--- src/rtl/fb_pkg.sv ---
// Shared constants and types for the frame-bank double-buffer logic.
package fb_pkg;

    localparam int unsigned FRAME_PIXELS = 307200;
    localparam int unsigned ADDR_W       = 19;
    localparam int unsigned PIX_W        = 5;

    typedef enum logic [1:0] {
        CLEAR,
        DRAW,
        WAIT_SWAP
    } fb_state_t;

    localparam logic [1:0] GS_START = 2'b00;
    localparam logic [1:0] GS_PLAY  = 2'b01;

endpackage

--- src/rtl/vsync_edge_detect.sv ---
// Flags the falling edge of the active-low vertical sync (same clock domain).
module vsync_edge_detect (
    input  logic Clk,
    input  logic Reset,
    input  logic VS,
    output logic vs_fall
);

    logic vs_q;

    always_ff @(posedge Clk or posedge Reset) begin
        if (Reset) begin
            vs_q <= 1'b1;
        end else begin
            vs_q <= VS;
        end
    end

    assign vs_fall = vs_q & ~VS;

endmodule

--- src/rtl/frame_swap_controller.sv ---
// Double-buffer sequencer: clears the back bank, hands it to the renderer,
// and swaps front/back only on a VS falling edge.
module frame_swap_controller #(
    parameter int unsigned FRAME_PIXELS = fb_pkg::FRAME_PIXELS,
    parameter int unsigned ADDR_W       = fb_pkg::ADDR_W,
    parameter int unsigned PIX_W        = fb_pkg::PIX_W
) (
    input  logic              Clk,
    input  logic              Reset,
    input  logic              VS,
    input  logic [1:0]        gameState,
    input  logic [PIX_W-1:0]  clear_color,
    input  logic              draw_req,
    input  logic [ADDR_W-1:0] draw_addr,
    input  logic [PIX_W-1:0]  draw_data,
    input  logic              frame_done,
    output logic              draw_ack,
    output logic              wr_en,
    output logic              wr_sel,
    output logic [ADDR_W-1:0] wr_addr,
    output logic [PIX_W-1:0]  wr_data,
    output logic              front_sel,
    output logic              swap_pulse,
    output logic [15:0]       frame_count,
    output logic              ready
);

    import fb_pkg::*;

    localparam logic [ADDR_W-1:0] LAST_ADDR = ADDR_W'(FRAME_PIXELS - 1);

    fb_state_t         state_q,     state_d;
    logic [ADDR_W-1:0] clr_addr_q,  clr_addr_d;
    logic              wr_en_q,     wr_en_d;
    logic              wr_sel_q,    wr_sel_d;
    logic [ADDR_W-1:0] wr_addr_q,   wr_addr_d;
    logic [PIX_W-1:0]  wr_data_q,   wr_data_d;
    logic              front_q,     front_d;
    logic              swap_q,      swap_d;
    logic [15:0]       count_q,     count_d;
    logic              vs_fall;

    vsync_edge_detect u_vs_edge (
        .Clk     (Clk),
        .Reset   (Reset),
        .VS      (VS),
        .vs_fall (vs_fall)
    );

    always_comb begin
        state_d    = state_q;
        clr_addr_d = clr_addr_q;
        wr_en_d    = 1'b0;
        wr_sel_d   = wr_sel_q;
        wr_addr_d  = wr_addr_q;
        wr_data_d  = wr_data_q;
        front_d    = front_q;
        swap_d     = 1'b0;
        count_d    = count_q;

        case (state_q)
            CLEAR: begin
                wr_en_d   = 1'b1;
                wr_addr_d = clr_addr_q;
                wr_data_d = clear_color;
                if (clr_addr_q == LAST_ADDR) begin
                    clr_addr_d = '0;
                    state_d    = DRAW;
                end else begin
                    clr_addr_d = clr_addr_q + 1'b1;
                end
            end
            DRAW: begin
                if (draw_req) begin
                    wr_en_d   = 1'b1;
                    wr_addr_d = draw_addr;
                    wr_data_d = draw_data;
                end
                if (frame_done) begin
                    state_d = WAIT_SWAP;
                end
            end
            WAIT_SWAP: begin
                // Old front becomes the new back, so wr_sel takes its value.
                if (vs_fall) begin
                    front_d  = ~front_q;
                    wr_sel_d = front_q;
                    swap_d   = 1'b1;
                    count_d  = count_q + 16'd1;
                    state_d  = (gameState == GS_PLAY) ? CLEAR : DRAW;
                end
            end
            default: begin
                state_d = CLEAR;
            end
        endcase
    end

    always_ff @(posedge Clk or posedge Reset) begin
        if (Reset) begin
            state_q    <= CLEAR;
            clr_addr_q <= '0;
            wr_en_q    <= 1'b0;
            wr_sel_q   <= 1'b1;
            wr_addr_q  <= '0;
            wr_data_q  <= '0;
            front_q    <= 1'b0;
            swap_q     <= 1'b0;
            count_q    <= '0;
        end else begin
            state_q    <= state_d;
            clr_addr_q <= clr_addr_d;
            wr_en_q    <= wr_en_d;
            wr_sel_q   <= wr_sel_d;
            wr_addr_q  <= wr_addr_d;
            wr_data_q  <= wr_data_d;
            front_q    <= front_d;
            swap_q     <= swap_d;
            count_q    <= count_d;
        end
    end

    assign draw_ack    = (state_q == DRAW) & draw_req;
    assign ready       = (state_q == DRAW);
    assign wr_en       = wr_en_q;
    assign wr_sel      = wr_sel_q;
    assign wr_addr     = wr_addr_q;
    assign wr_data     = wr_data_q;
    assign front_sel   = front_q;
    assign swap_pulse  = swap_q;
    assign frame_count = count_q;

endmodule

--- config.mk ---
export PLATFORM = sky130hd
export DESIGN_NAME = frame_swap_controller
export DESIGN_NICKNAME = d
export VERILOG_FILES = /design/src/rtl/fb_pkg.sv /design/src/rtl/vsync_edge_detect.sv /design/src/rtl/frame_swap_controller.sv
export SDC_FILE = /design/constraint.sdc
export NUM_CORES = 1
export LEC_CHECK = 0
export CAP_MARGIN = 20
export CORE_ASPECT_RATIO = 0.5
export CORE_MARGIN = 2
export CORE_UTILIZATION = 42
export DETAILED_ROUTE_END_ITERATION = 16
export PLACE_DENSITY = 0.71
export SLEW_MARGIN = 20
export SYNTH_ARGS = -nofsm -noshare
export SYNTH_HDL_FRONTEND = slang
export SYNTH_SLANG_ARGS = --single-unit
--- constraint.sdc ---
create_clock -name Clk -period 4.7 [get_ports Clk]
set_input_delay 1.41 -clock Clk [delete_from_list [all_inputs] [get_ports Clk]]
set_output_delay 1.41 -clock Clk [all_outputs]
set_load 0.02 [all_outputs]
## After elaboration in Yosys (flattened, before gate mapping)

Cells that the tools add are included.

- Reduce and logical (&&, ||, !) cells: 5
- Eq/ne operators: 8
- Multiplexer cells: 14
- Bitwise logic cells: 4
- Add/subtract/negate cells: 2

Operator list:

| operator | count |
|---|---|
| two-way mux 19 bit | 2 |
| case mux 19 bit (2 select lines) | 1 |
| adder 19 x 1 -> 19 bit (second input constant) | 1 |
| == test 19 bit (second input constant) | 1 |
| adder 16 x 1 -> 16 bit (second input constant) | 1 |
| case mux 5 bit (2 select lines) | 1 |
| two-way mux 2 bit | 3 |
| != test 2 bit (second input constant) | 3 |
| case mux 2 bit (3 select lines) | 1 |
| two-way mux 5 bit | 1 |
| == test 2 x 1 -> 1 bit (second input constant) | 2 |
| two-way mux 1 bit | 4 |
| AND reduction 2 bit | 2 |
| AND reduction 3 bit | 1 |
| AND 1 bit | 2 |
| == test 2 bit (second input constant) | 1 |
| logical NOT 2 bit | 1 |
| != test 2 x 1 -> 1 bit (second input constant) | 1 |
| inverter 1 bit | 2 |
| case mux 1 bit (2 select lines) | 1 |
| nonzero test 2 bit | 1 |

- Logic and storage cells: 43
- Input bits: 36
- Output and inout port bits: 46
- Flip-flop bits (word level): 66

## Longest topological paths before layout

- Depth after elaboration: 4
- Mapped depth: 7
- Gate-level depth less buffers: 5

## Modules after synthesis

From an unflattened synthesis, not the netlist that was laid out.

- Cells, all modules: 291
- Area, all modules: 3015.4 um^2

Modules (own cells, without submodules):

| module | cells each | sequential area each (um^2) | area each (um^2) | instances |
|---|---|---|---|---|
| frame_swap_controller | 288 | 1627.8 | 2971.6 | 1 |
| vsync_edge_detect | 3 | 26.3 | 43.8 | 1 |

## Worst setup path after synthesis

No wires, ideal clock.

- Path kind: in2out
- Start: input port draw_req
- End: output port draw_ack
- Path buffers: 0
- Path slack: 1.670 ns
- Data arrival time: 1.620 ns
- Cell stages on the path: 1
- Required time: 3.290 ns
- Path through: and2_1

- Longest elaborated chain between the ends: 1

RTL lines:

| element | line | source |
|---|---|---|
| from (decl) | frame_swap_controller.sv:13 | `input logic draw_req,` |
| AND 1 bit | frame_swap_controller.sv:123 | `assign draw_ack = (state_q == DRAW) & draw_req;` |
| to (decl) | frame_swap_controller.sv:17 | `output logic draw_ack,` |

No other way between the ends.

## Worst setup path after layout

Same ends and word-level chain as after synthesis.

==> reports/metrics.cfg <==
[outcome]
outcome=complete, no violations

[timing]
rsz0062_at_grt=no
finalCriticalPeriod_ns=3.997
fin_worst_skew_ns=0.004380
slew_headroom=0.4057
final_hold_viol_count=0
tns_ns=0
worst_pin_slew_ns=0.8901
fin_hold_ws_ns=0.4592
max_freq_mhz=250.2
period_share=0.8504
slew_viol_final=0
setup_violations=0

[power]
ir_worst_vdd_v=0.0001995
p_clk_frac=0.518
p_leak_nw=1.749
p_switching_w=0.0002570
power.density_mw_per_mm2=305.5
power_frac_comb=0.041
switching_share=0.1977
pwr-share-seq=0.441
total_power_w=0.001299
power.internal_w=0.001043

[yosys]
synth-simple-area-share=0.1917
post-synth-top-count-cell=dfrtp_1
ys_seq_area_frac=0.5405
syn_avg_cell_area_um2=10.70
synth-xor-area-share=0.08585
synth_cells=286
synth_edf_count=0
syn-num-nets=324
netlist_area_mm2=0.003060
yosys.area.top_type=dfrtp_1
synth_top_family_by_area=simple AND/OR/NAND/NOR gates
synthTopCellsByCount=dfrtp_1, nand2_1, o21ai_0, mux2i_1, xnor2_1
yosysWarnings=0
async_flop_share=1.000
ys_ff_latch=66
synth_fa_ha_area_frac=0.008177
synth_top_area_share=0.5233
synth_cell_types=43
synth_compound_area_frac=0.06541
synth.area.top_cells=dfrtp_1, mux2i_1, xnor2_1, nand2_1, o21ai_0
muxShareOfSynthArea=0.07850
ys.flop_type=dfrtp_1

[clock_tree]
cts_setup_buffers=0
path_clk_slew_ns=0.05
insertion_delay_ns=0.33
holdBufCountCts=0
h-tree-depth=3
cts.sinks=66
cts_tree=yes
cts_buffer_depth=2
clock-root-buffer=clkbuf_16
cts_made_buffers=9
cts.repair.resized=0

[cells_and_area]
syn_to_final_growth_pct=39.00
diodes=0
final.fill_count=552
nets=407
drive_gt1_frac=0.07487
regArea_mm2=0.001654
stdcell_count=466
multi_input_area_mm2=0.001323

[setup_path]
cp-startpoint=draw_req
end_kind=output pin
crit_type=input pin to output pin
critPathMaxFanout=2
crit_required_ns=3.29
r2r-start=state_q[1]
crit_arrival_ns=2.59
cp-start-kind=input pin
rrSetupSlack_ns=2.66

[placed_design]
port_buffers=81
dp_hpwl_um=5053
gp_congestion=0.7928
place_inst=450

[global_routing]
grt_max_degree=44
gr-total-overflow=0
grt_pass1_wl_um=11790
grt_pass1_vias=2359
antenna_found_initial=0
gr-usage-all-layers=0.1912

[floorplan]
core_mm2=0.006858
io_pins=82
die_x_um=124.7
dieArea_mm2=0.008027
initial_utilization=0.4463
dieHeight_um=64.36
num_rows=21

[hold_path]
min_path_type=flop to flop
hold_path_startpoint=wr_sel

[route]
ant_nets=0
wirelength_um=6991
wl_per_cell_um=15.00
drtPass1Iterations=6
remaining_drc_errors=0
drt_iter0_drc=110
viasPerCell=5.167
vias=2408

[flow_run]
drv_cap=0

cell families (layout without fill, tap and decap cells):
family / count (synthesis) / in the layout
simple gates: 107 / 107
xor+xnor: 30 / 30
flops: 66 / 66
buf+inv: 20 / 108
fa+ha+maj: 2 / 2
mux: 24 / 24
compound gates: 37 / 37
layout make-up:
cell class / count / area share
clock buffer: 14 / 0.06206
clock inverter: 2 / 0.008235
inverter: 8 / 0.007059
multi-input combinational: 200 / 0.3109
sequential: 66 / 0.3888
tap: 92 / 0.02706
timing repair buffer: 84 / 0.1959
power by group through the flow:
stage / Clock [W] / Sequential, W / Combinational (W)
finish: 0.000673 / 0.000573 / 0.0000529
global route: 0.000721 / 0.000573 / 0.0000579
CTS: 0.000688 / 0.000573 / 0.0000545
detailed placement: 0 / 0.000583 / 0.0000541
global placement: 0 / 0.000583 / 0.0000532
floorplan: 0 / 0.000586 / 0.0000118
metal layers:
layer / routed length, um / share of wire / GRT usage / vias up
met2: 3283 / 0.47 / 0.2971 / 47
met1: 3284 / 0.47 / 0.2452 / 1182
met5: 0 / 0 / 0 / -
met3: 317 / 0.045 / 0.07454 / 11
met4: 105 / 0.015 / 0.06882 / 0
li1: - / - / - / 1168
state kept, by name, indices dropped and copies added, names as in the netlist:
name            flops
wr_sel              1
wr_addr            19
front_sel           1
u_vs_edge.vs_q      1
wr_en               1
state_q             2
clr_addr_q         19
swap_pulse          1
frame_count        16
wr_data             5
through the flow:
step	area, um2	util	setup slack [ns]
detailed placement	3955	0.5767	0.6981
floorplan	3060	-	1.639
global placement	3955	0.5767	0.7002
global route	4254	0.6203	0.6411
finish	4254	0.6203	0.7030
CTS	4254	0.6203	0.6987
placed cells by master (no fill, tap or decap), drive strengths merged, types with 4 or more instances in the layout:
| master | synthesis | routed |
|---|---|---|
| dfrtp | 64 | 64 |
| o21ai | 29 | 29 |
| nor2 | 15 | 15 |
| clkbuf | 6 | 14 |
| nand2 | 41 | 41 |
| xnor2 | 22 | 22 |
| mux2i | 24 | 24 |
| and4 | 4 | 4 |
| nand3 | 12 | 12 |
| nand4 | 10 | 10 |
| clkdlybuf4s50 | 0 | 81 |
| xor2 | 8 | 8 |
| inv | 8 | 8 |
| nor4 | 7 | 7 |
worst paths after layout:
kind / to / depth (start not counted)
worst max register to register: frame_count[14] / 4
min in group asynchronous: wr_en / 2
worst min-delay path: wr_sel / 2
worst min register to register: wr_sel / 2
max in group asynchronous: wr_sel / 3
worst max-delay path: draw_ack / 3
worst max-delay path, stage by stage:
cell and delay, ns:
clkdlybuf4s50_1 0.47, and2_1 0.11, clkdlybuf4s50_1 0.60
Note: power is estimated with default switching activity, not from simulation.
